### src/rtl/addsub_chunked_pkg.sv
// addsub_chunked_pkg
//   Shared definitions for the chunked adder/subtractor:
//   - state_e  : controller states (IDLE / RUN / DONE), 2-bit encoding
//   - idx_width: width of the chunk index counter, clog2(nch) but never 0
package addsub_chunked_pkg;

  typedef enum logic [1:0] {
    S_IDLE = 2'd0,
    S_RUN  = 2'd1,
    S_DONE = 2'd2
  } state_e;

  // A single-chunk configuration still needs a 1-bit index register.
  function automatic int idx_width(input int nch);
    return (nch > 1) ? $clog2(nch) : 1;
  endfunction

endpackage

### src/rtl/addsub_chunked_add_chunk.sv
// add_chunk
//   Combinational W-bit ripple adder made of W full-adder cells.
//   Ports:
//     x, y  [W-1:0] in   addends
//     cin           in   carry in
//     s     [W-1:0] out  sum bits
//     cout          out  carry out of the top cell
module add_chunk #(
  parameter int W = 4
) (
  input  logic [W-1:0] x,
  input  logic [W-1:0] y,
  input  logic         cin,
  output logic [W-1:0] s,
  output logic         cout
);

  logic [W:0] c;

  assign c[0] = cin;

  // Full-adder cell per bit: sum = x^y^c, carry = generate | (propagate & c).
  for (genvar i = 0; i < W; i++) begin : g_fa
    assign s[i]     = x[i] ^ y[i] ^ c[i];
    assign c[i + 1] = (x[i] & y[i]) | (c[i] & (x[i] ^ y[i]));
  end

  assign cout = c[W];

endmodule

### src/rtl/addsub_chunked.sv
// addsub_chunked
//   Multi-cycle N-bit adder/subtractor. Operands are captured on an accepted
//   start and summed W bits per clock through one shared add_chunk, with the
//   inter-chunk carry held in a register. Subtraction is a + ~b + 1.
//
//   Handshake: start is sampled only while ready=1 (IDLE). The accept edge
//   moves to RUN; NCH edges later the result is loaded into sum/ovf and the
//   block sits one cycle in DONE with done=1, then returns to IDLE. start
//   while ready=0 is dropped, not queued.
//
//   Ports:
//     clk            in   clock, rising edge
//     rst            in   asynchronous active-high reset
//     start          in   request, sampled when ready=1
//     sub            in   0: a+b, 1: a-b (captured with operands)
//     a, b   [N-1:0] in   operands
//     ready          out  high only in IDLE
//     done           out  one-cycle pulse, sum/ovf valid
//     sum    [N:0]   out  registered result, sum[N] = carry out
//     ovf            out  two's complement overflow of sum[N-1:0]
module addsub_chunked
  import addsub_chunked_pkg::*;
#(
  parameter int N = 16,
  parameter int W = 4
) (
  input  logic         clk,
  input  logic         rst,
  input  logic         start,
  input  logic         sub,
  input  logic [N-1:0] a,
  input  logic [N-1:0] b,
  output logic         ready,
  output logic         done,
  output logic [N:0]   sum,
  output logic         ovf
);

  localparam int NCH = N / W;
  localparam int IW  = idx_width(NCH);
  localparam logic [IW-1:0] LAST_IDX = IW'(NCH - 1);

  if (W < 1 || W > N || (N % W) != 0) begin : g_bad_params
    $error("addsub_chunked: W must satisfy 1 <= W <= N and divide N");
  end

  state_e        state_q, state_d;
  logic [IW-1:0] idx_q,   idx_d;
  logic          carry_q, carry_d;
  logic [N-1:0]  a_q,     a_d;
  logic [N-1:0]  b_q,     b_d;
  logic [N-1:0]  acc_q,   acc_d;
  logic [N:0]    sum_q,   sum_d;
  logic          ovf_q,   ovf_d;

  logic [W-1:0]  ch_x, ch_y, ch_s;
  logic          ch_cout;

  // b_q already holds ~b for subtraction, so the chunk adder only ever adds.
  assign ch_x = a_q[idx_q * W +: W];
  assign ch_y = b_q[idx_q * W +: W];

  add_chunk #(.W(W)) u_add_chunk (
    .x    (ch_x),
    .y    (ch_y),
    .cin  (carry_q),
    .s    (ch_s),
    .cout (ch_cout)
  );

  always_comb begin
    state_d = state_q;
    idx_d   = idx_q;
    carry_d = carry_q;
    a_d     = a_q;
    b_d     = b_q;
    acc_d   = acc_q;
    sum_d   = sum_q;
    ovf_d   = ovf_q;

    case (state_q)
      S_IDLE: begin
        if (start) begin
          a_d     = a;
          b_d     = sub ? ~b : b;
          carry_d = sub;          // the +1 of two's complement negation
          idx_d   = '0;
          state_d = S_RUN;
        end
      end

      S_RUN: begin
        acc_d[idx_q * W +: W] = ch_s;
        carry_d               = ch_cout;
        idx_d                 = idx_q + 1'b1;
        if (idx_q == LAST_IDX) begin
          // sum/ovf only change here, so they never expose partial results.
          sum_d   = {ch_cout, acc_d};
          ovf_d   = (a_q[N-1] == b_q[N-1]) && (acc_d[N-1] != a_q[N-1]);
          state_d = S_DONE;
        end
      end

      S_DONE: begin
        state_d = S_IDLE;
      end

      default: begin
        state_d = S_IDLE;
      end
    endcase
  end

  always_ff @(posedge clk or posedge rst) begin
    if (rst) begin
      state_q <= S_IDLE;
      idx_q   <= '0;
      carry_q <= 1'b0;
      a_q     <= '0;
      b_q     <= '0;
      acc_q   <= '0;
      sum_q   <= '0;
      ovf_q   <= 1'b0;
    end else begin
      state_q <= state_d;
      idx_q   <= idx_d;
      carry_q <= carry_d;
      a_q     <= a_d;
      b_q     <= b_d;
      acc_q   <= acc_d;
      sum_q   <= sum_d;
      ovf_q   <= ovf_d;
    end
  end

  assign ready = (state_q == S_IDLE);
  assign done  = (state_q == S_DONE);
  assign sum   = sum_q;
  assign ovf   = ovf_q;

endmodule

### config.mk
export PLATFORM = sky130hd
export DESIGN_NAME = addsub_chunked
export DESIGN_NICKNAME = d
export VERILOG_FILES = /design/src/rtl/addsub_chunked_pkg.sv /design/src/rtl/addsub_chunked_add_chunk.sv /design/src/rtl/addsub_chunked.sv
export SDC_FILE = /design/constraint.sdc
export NUM_CORES = 1
export LEC_CHECK = 0
export BUFFER_PORTS_ARGS = -buffer_cell sky130_fd_sc_hd__buf_2
export CAP_MARGIN = 20
export CORE_MARGIN = 1.5
export CORE_UTILIZATION = 51
export DETAILED_ROUTE_END_ITERATION = 10
export PLACE_DENSITY = 0.76
export SYNTH_ARGS = -nofsm -noshare
export SYNTH_HDL_FRONTEND = slang
export SYNTH_SLANG_ARGS = --single-unit
### constraint.sdc
create_clock -name clk -period 3.7 [get_ports clk]
set_clock_uncertainty 0.15 [all_clocks]
set_input_delay 0.74 -clock clk [delete_from_list [all_inputs] [get_ports clk]]
set_output_delay 0.74 -clock clk [all_outputs]
set_load 0.02 [all_outputs]
# After elaboration in Yosys (flattened, before gate mapping)
# Index checks and enable logic that the tools add are counted.
word_totals:
  register_bits: 71
  inputBits: 36
  out_inout_bits: 20
  elab_cells: 58
classes:
  n_addsub: 2
  n_eq_ne: 7
  shifts: 4
  muxes: 9
  bitwise: 21
  reduce_logical: 7
op_table:
  columns: ["op", "count"]
  rows:
  - ["negation 4 -> 34 bit", 1]
  - ["variable shift 4 x 34 -> 16 bit (first input constant)", 1]
  - ["indexed part select 4 x 34 -> 16 bit", 1]
  - ["indexed part select 16 x 5 -> 4 bit", 2]
  - ["bitwise mux 16 bit", 1]
  - ["two-way mux 16 bit", 1]
  - ["NOT 16 bit", 1]
  - ["bitwise AND 1 bit", 8]
  - ["case mux 2 bit (2 select lines)", 2]
  - ["AND reduction 2 bit", 4]
  - ["XOR 1 bit", 8]
  - ["two-way mux 2 bit", 3]
  - ["== test 2 bit (second input constant)", 2]
  - ["!= test 2 bit (second input constant)", 2]
  - ["OR 1 bit", 4]
  - ["adder 2 x 1 -> 2 bit (second input constant)", 1]
  - ["== test 2 x 1 -> 1 bit (second input constant)", 1]
  - ["zero test 2 bit", 1]
  - ["case mux 1 bit (2 select lines)", 1]
  - ["nonzero test 2 bit", 1]
  - ["== test 1 bit", 1]
  - ["logical AND 1 bit", 1]
  - ["two-way mux 1 bit", 1]
  - ["!= test 1 bit", 1]

# Longest topological paths before layout
# Gate-level depths: netlist of run 1.
logic_depth:
  word_depth: 13
  ltp_mapped: 14
  mapped_depth_nobuf: 12

# Modules after synthesis
# Synthesis of run 1 repeated with hierarchy kept, for this count alone.
unflattened:
  cells_unflattened: 300
  hier_area_um2: 3467.1
modules_own_cells:
  columns: ["module", "instances", "cells_each", "area_each_um2", "seq_area_each_um2"]
  rows:
  - ["addsub_chunked", 1, 286, 3349.5, 1776.7]
  - ["add_chunk", 1, 14, 117.6, 0.0]

# Worst setup path before layout of run 1
# Ideal clock, no wire load.
synth_timing:
  path_kind: "flip-flop to flip-flop"
  startpoint: "reg idx_q[0]"
  endpoint: "reg ovf_q, in the netlist ovf"
  setup_ns: 0.124
  arrival_ns: 3.249
  required_time_ns: 3.426
  slack_ns: 0.177
  path_stages_with_launch: 15
  n_path_buf: 2
  synth_period_minus_slack_ns: 3.523
  path_cell_list: "dfrtp_1 -> buf_4 -> mux4_2 -> inv_1 -> fa_1 -> inv_1 -> fa_1 -> inv_1 -> fa_1 -> inv_1 -> fa_1 -> buf_2 -> nor4bb_1 -> a22o_1 -> o31a_1"
synth_via:
  elab_chain_len: 13
  word_cells_on_any_way: 27
  classes_between: "add/sub (1); eq/ne (2); shift (4); mux (1); bitwise (17); reduce/logical (2)"
synth_rtl:
  columns: ["item", "line", "rtl"]
  rows:
  - ["start, declared", "addsub_chunked.sv:48", "logic [IW-1:0] idx_q, idx_d;"]
  - ["start signal, assigned", "addsub_chunked.sv:126", "idx_q <= idx_d;"]
  - ["indexed part select 16 x 5 -> 4 bit, on equally long branches", "addsub_chunked.sv:60, addsub_chunked.sv:61", null]
  - ["XOR 1 bit", "addsub_chunked_add_chunk.sv:24, addsub_chunked_add_chunk.sv:25", null]
  - ["bitwise AND 1 bit", "addsub_chunked_add_chunk.sv:25", "assign c[i + 1] = (x[i] & y[i]) | (c[i] & (x[i] ^ y[i]));"]
  - ["OR 1 bit", "addsub_chunked_add_chunk.sv:25", null]
  - ["bitwise AND 1 bit", "addsub_chunked_add_chunk.sv:25", null]
  - ["OR 1 bit", "addsub_chunked_add_chunk.sv:25", null]
  - ["bitwise AND 1 bit", "addsub_chunked_add_chunk.sv:25", null]
  - ["OR 1 bit", "addsub_chunked_add_chunk.sv:25", null]
  - ["XOR 1 bit", "addsub_chunked_add_chunk.sv:24", "assign s[i] = x[i] ^ y[i] ^ c[i];"]
  - ["indexed part select 4 x 34 -> 16 bit", "addsub_chunked.sv:93", "acc_d[idx_q * W +: W] = ch_s;"]
  - ["bitwise mux 16 bit", "addsub_chunked.sv:93", null]
  - ["!= test 1 bit", "addsub_chunked.sv:99", "ovf_d = (a_q[N-1] == b_q[N-1]) && (acc_d[N-1] != a_q[N-1]);"]
  - ["logical AND 1 bit", "addsub_chunked.sv:99", null]
  - ["end signal, assigned", "addsub_chunked.sv:132", "ovf_q <= ovf_d;"]
  - ["end, declared", "addsub_chunked.sv:54", "logic ovf_q, ovf_d;"]
# Several ways; a longest one is shown, not always the timed one.
# A chain may end at the register's enable or synchronous reset.

# Final worst setup path of run 1
# Ends and elaborated chain as after synthesis.

==> results of run 1 <==
## final timing paths
kind,start,end,cells after the start
max,idx_q[0],ovf,12
min,sum[8],sum[8],2
max reg2reg,idx_q[0],ovf,12
min reg2reg,sum[8],sum[8],2
max in group asynchronous,rst,b_q[12],3
min in group asynchronous,rst,sum[12],3
## report_power, final
group	internal [W]	switching (W)	total [W]
registers	0.00111	0.000213	0.00132
clock network	0.000278	0.000271	0.000549
logic	0.000791	0.00117	0.00196
## through the flow
stage / utilization / total power, W / hold slack, ns
floorplan: - / 0.002759 / 0.2896
global placement: 0.5663 / 0.003235 / 0.3069
detailed placement: 0.5663 / 0.003296 / 0.3088
CTS: 0.5924 / 0.003849 / 0.3251
global route: 0.5954 / 0.004159 / 0.3522
finish: 0.5954 / 0.003833 / 0.3210
## cell type report
cell class                 instances  area, um2
multi-input combinational        225       1550
timing repair buffer              65      362.8
inverter                          15      56.30
clock buffer                      13      158.9
clock inverter                     3      17.52
tap                               80      100.1
sequential                        71       1777
fill                             581       2734
## kinds of logic (layout without fill, tap and decap cells)
group	count (synthesis)	count (layout)	synth area share
and+or+nand+nor	119	119	0.1573
AOI/OAI and AO/OA	71	71	0.1425
DFF	71	71	0.5007
buffers and inverters	37	96	0.06241
xor gates and xnor gates	16	16	0.03949
adders and majority gates	10	10	0.04372
muxes	9	9	0.05395
## flip-flops by register name, indices dropped and copies added, names as in the netlist
signal and cells:
a_q 16, carry_q 1, idx_q 2, state_q 2, sum 17, b_q 16
acc_q 16, ovf 1
## metal layers
metal	vias to the layer above	wire length, um
li1	1231	-
met1	1184	3161
met2	60	3137
met3	11	273
met4	0	93
met5	-	0
## layout by cell type (no fill, tap or decap), types with 2 or more instances in the layout
cell	instances
dfrtp_1	71
buf_2	55
xnor2_1	16
nor4bb_1	3
nand2_1	87
a22o_1	9
o21ai_0	18
mux4_2	8
nand2b_1	2
clkinv_2	2
a22oi_1	3
nor2_1	4
ha_1	6
clkbuf_8	11
a32o_1	7
o21ai_2	16
buf_4	9
clkbuf_1	2
inv_1	14
a21oi_1	13
nor2b_1	15
fa_1	4
## worst max-delay path, cell delays in order (launching register included)
cell and delay, ns:
dfrtp_1 0.44, mux4_2 0.36, inv_1 0.05, fa_1 0.37, inv_1 0.08, fa_1 0.16, inv_1 0.05, fa_1 0.35
inv_1 0.08, fa_1 0.42, nor4bb_1 0.16, a22o_1 0.20, o31a_1 0.28
==> run_results.csv, run 1 <==
group,metric,value,unit
clock_tree,numCtsBuffers,9,
global_route,grt_util_met2,0.3175,
clock_tree,cts_max_level,3,
placement,place_ws,0.4504,ns
placement,portBuffers,55,
cells_and_area,num-nets-final,433,
global_route,globalRoute.busiestLayer,"met2",
global_route,gr-usage-met1,0.2688,
synthesis,synth_cell_types,38,
die,io-pin-count,56,
timing,finalCritPeriodShare,0.8776,
cells_and_area,final_area,0.004023,mm2
detailed_routing,firstDrtPassIters,4,
die,fp.dieW,86.41,um
global_route,grt_antenna_before_repair,0,
clock_tree,cts.reportedPaths.clkPinSlew,0.07,ns
pwr,leakage,1.970,nW
detailed_routing,drt_wl_total,6665,um
die,start_util,0.5252,
timing,fmax,308.0,MHz
cells_and_area,area_delta_synth_final,13.36,%
placement,dp_hpwl,4718,um
clock_tree,ctsResizeCount,0,
detailed_routing,drtIter0Drc,122,
job,maxCapViolations,0,
pwr,ir_drop,0.4435,mV
setup_path,critPathRequiredTime,3.79,ns
timing,fin_tns_setup,0,ns
detailed_routing,vias_per_cell,5.267,
synthesis,synth_area,0.003548,mm2
timing,finalSetupViolCount,0,
setup_path,path_class,"register to register",
detailed_routing,route.detailed.drc,0,
synthesis,yosys_register_bits,71,
clock_tree,clock_latency,0.35,ns
global_route,grt_max_degree,72,
cells_and_area,instances_no_fill,472,
min_path,hold_path.class,"register to register",
global_route,grt_overflow,0,
placement,dp_cells,455,
global_route,grt_usage,0.2007,
timing,slew_violations,0,
synthesis,avgSynthCellArea,10.66,um2
synthesis,synth_cells,333,
setup_path,start_kind,"register",
cells_and_area,drive_above_1_share,0.2781,
synthesis,synth_edf_count,0,
synthesis,synthFlopType,"dfrtp_1",
synthesis,synthTopCellsByArea,"dfrtp_1, nand2_1, mux4_2, o21ai_2, xnor2_1",
clock_tree,cts-hold-fix-buffers,0,
cells_and_area,diodes,0,
detailed_routing,antenna_left,0,
clock_tree,cts_tree,"yes",
global_route,grt_pass1_wl,11590,um
pwr,power_density,952.8,mW/mm2
synthesis,ys_seq_area_frac,0.5007,
die,die_area,0.007467,mm2
setup_path,path_max_fanout,4,
timing,hold_viol,0,
detailed_routing,wire_per_inst,14.12,um
die,core_area,0.006756,mm2
placement,routabilityCongestion,0.7815,
synthesis,synth_commonest_cells,"nand2_1, dfrtp_1, o21ai_0",
timing,finalCriticalPeriod,3.247,ns
global_route,globalRouteMet3Util,0.05429,
timing,setup_ws,0.4530,ns
synthesis,synth_async_sr_flop_share,1.000,
setup_path,reg2reg_slack,0.45,ns
timing,worst_slew_pin_slew,0.8763,ns
setup_path,arrival,3.34,ns
synthesis,netlist.area_leader.share,0.5007,
setup_path,end_kind,"register",
synthesis,synth_most_common_cell,"nand2_1",
placement,place_area,0.003826,mm2
global_route,grt_pass1_vias,2473,
clock_tree,cts.sinks,71,
timing,relSlewSlack,0.4158,
detailed_routing,vias,2486,
clock_tree,postCtsSetupRepairBufs,0,
clock_tree,clk_path_buf_depth,2,
clock_tree,root_buffer,"clkbuf_8",
run_status,status,"finished, final reports clean",
die,placementRows,30,
synthesis,yosysWarnings,0,
synthesis,synthesis.nets,379,
die,die_h,86.41,um
timing,rsz0062_at_grt,"no",
synthesis,yosysTopAreaCell,"dfrtp_1",
Note: power is estimated with default switching activity, not from simulation.
==> inputs of run 2 (changes only) <==
CORE_MARGIN = default   (was 1.5)
==> run 2 against run 1 <==
- the flow now finishes with violations (DRC)
- design area up 0.22%
- global-route usage up 0.89 points
- final cell count up 0.21%
- sequential cell count unchanged
- hold slack worse by 0.11 ns
- clock power down 4.6%
- wire length up 1.5%
- combinational power about the same
- via count up 0.60%
- sequential power about the same
- register-to-register slack about the same
==> run_results.csv, run 2 (synthesized netlist as in run 1, its figures left out) <==
group,metric,value,unit
detailed_routing,drt_wl_total,6765,um
cells_and_area,diodes,0,
cells_and_area,num-nets-final,435,
clock_tree,ctsResizeCount,0,
placement,portBuffers,55,
global_route,grt_overflow,0,
setup_path,reg2reg_from,"idx_q[0]",
timing,fin_tns_setup,0,ns
setup_path,cp_slowest_stage_delay,0.54,ns
placement,place_area,0.003854,mm2
detailed_routing,vias,2501,
pwr,ir_drop,0.4103,mV
global_route,grt_pass1_vias,2516,
detailed_routing,drtIter0Drc,149,
timing,finalCritPeriodShare,0.8804,
setup_path,slowest_stage,"mux4_2",
min_path,hold_path.class,"input pin to asynchronous set/reset pin",
cells_and_area,final_area,0.004031,mm2
setup_path,r2r-end,"ovf",
setup_path,start_kind,"register",
global_route,grt_antenna_before_repair,0,
setup_path,end_kind,"register",
setup_path,path_class,"register to register",
placement,dp_cells,457,
timing,hold_viol,0,
timing,fmax,307.0,MHz
cells_and_area,area_delta_synth_final,13.61,%
detailed_routing,vias_per_cell,5.288,
job,maxCapViolations,0,
die,die_h,85.41,um
setup_path,worst_path_most_repeated_cell,"fa_1",
pwr,leakage,1.975,nW
clock_tree,cts.sinks,71,
setup_path,arrival,3.34,ns
setup_path,critical_path.top_delay_family,"adder cells",
detailed_routing,firstDrtPassIters,9,
cells_and_area,instances_no_fill,473,
clock_tree,clock_latency,0.35,ns
die,fp.dieW,85.41,um
cells_and_area,layout_commonest_cell,"nand2_1",
pwr,power,0.003820,W
clock_tree,cts_max_level,3,
placement,routabilityCongestion,0.7528,
die,die_area,0.007295,mm2
setup_path,reg2reg_slack,0.44,ns
detailed_routing,route.detailed.drc,1,
setup_path,path_cells,"buf_4 > mux4_2 > fa_1 > inv_1 > fa_1 > inv_1 > fa_1 > nor4bb_1 > a22o_1 > o31a_1",
timing,rsz0062_at_grt,"no",
clock_tree,cts.reportedPaths.clkPinSlew,0.07,ns
timing,finalCriticalPeriod,3.258,ns
detailed_routing,antenna_left,0,
clock_tree,numCtsBuffers,9,
clock_tree,cts-hold-fix-buffers,0,
clock_tree,clk_path_buf_depth,2,
setup_path,critPathRequiredTime,3.79,ns
run_status,violations,"DRC",
setup_path,crit_cells,10,
setup_path,ff2ff_path_depth,10,
cells_and_area,drive_above_1_share,0.2748,
run_status,status,"complete, but fails checks",
timing,finalSetupViolCount,0,
die,core_area,0.006756,mm2
clock_tree,root_buffer,"clkbuf_8",
detailed_routing,wire_per_inst,14.30,um
die,start_util,0.5252,
timing,relSlewSlack,0.5140,
cells_and_area,fillCellCount,609,
die,io-pin-count,56,
clock_tree,cts_tree,"yes",
cells_and_area,largest_reg_flops,17,
setup_path,path_buf_inv,3,
timing,worst_slew_pin_slew,0.7282,ns
die,placementRows,30,
setup_path,path_max_fanout,9,
timing,slew_violations,0,
global_route,grt_pass1_wl,11760,um
global_route,grt_max_degree,51,
clock_tree,postCtsSetupRepairBufs,0,
global_route,grt_usage,0.2095,
placement,dp_hpwl,4958,um
cells_and_area,final_cell_mix,"nand2_1, dfrtp_1, buf_2, o21ai_0",
pwr,power_density,947.5,mW/mm2
## run 2: per-stage QoR
step | hold slack (ns) | setup slack [ns] | utilization
floorplan | 0.2896 | 0.1774 | -
global placement | 0.3063 | 0.5224 | 0.5674
detailed placement | 0.3104 | 0.4321 | 0.5704
CTS | 0.2324 | 0.4240 | 0.5937
global route | 0.2570 | 0.2565 | 0.5967
finish | 0.2139 | 0.4424 | 0.5967
## run 2: worst reg2reg max path, stage by stage (launching register included)
cell,delay (ns)
dfrtp_1,0.43
buf_4,0.22
mux4_2,0.54
fa_1,0.43
inv_1,0.07
fa_1,0.15
inv_1,0.05
fa_1,0.46
nor4bb_1,0.16
a22o_1,0.20
o31a_1,0.28
## run 2: per-layer routing
metal	track usage	vias to the layer above	share of wire
met5	0	-	0
met2	0.3375	62	0.48
li1	-	1235	-
met4	0.1030	0	0.026
met1	0.2735	1186	0.46
met3	0.03988	18	0.039
## run 2: how the worst max path moves through the flow
stage | startpoint | endpoint
after floorplan | idx_q[0] | ovf
after global placement | idx_q[0] | ovf
after detailed placement | idx_q[0] | ovf
after CTS | idx_q[0] | ovf
after global routing | idx_q[0] | ovf
final | idx_q[0] | ovf
## run 2: cell type report
type,count,area [um2],share of cell area
Inverter,15,56.30,0.01397
Multi-Input combinational cell,225,1550,0.3845
Sequential cell,71,1777,0.4407
Tap cell,80,100.1,0.02483
Timing Repair Buffer,67,390.4,0.09683
Clock inverter,1,5.005,0.001241
Clock buffer,14,152.6,0.03786
## run 2: where the power goes
part / internal, W / switching, W
clock: 0.000258 / 0.000266
sequential: 0.00111 / 0.000214
combinational: 0.000793 / 0.00118
total: 0.00216 / 0.00166
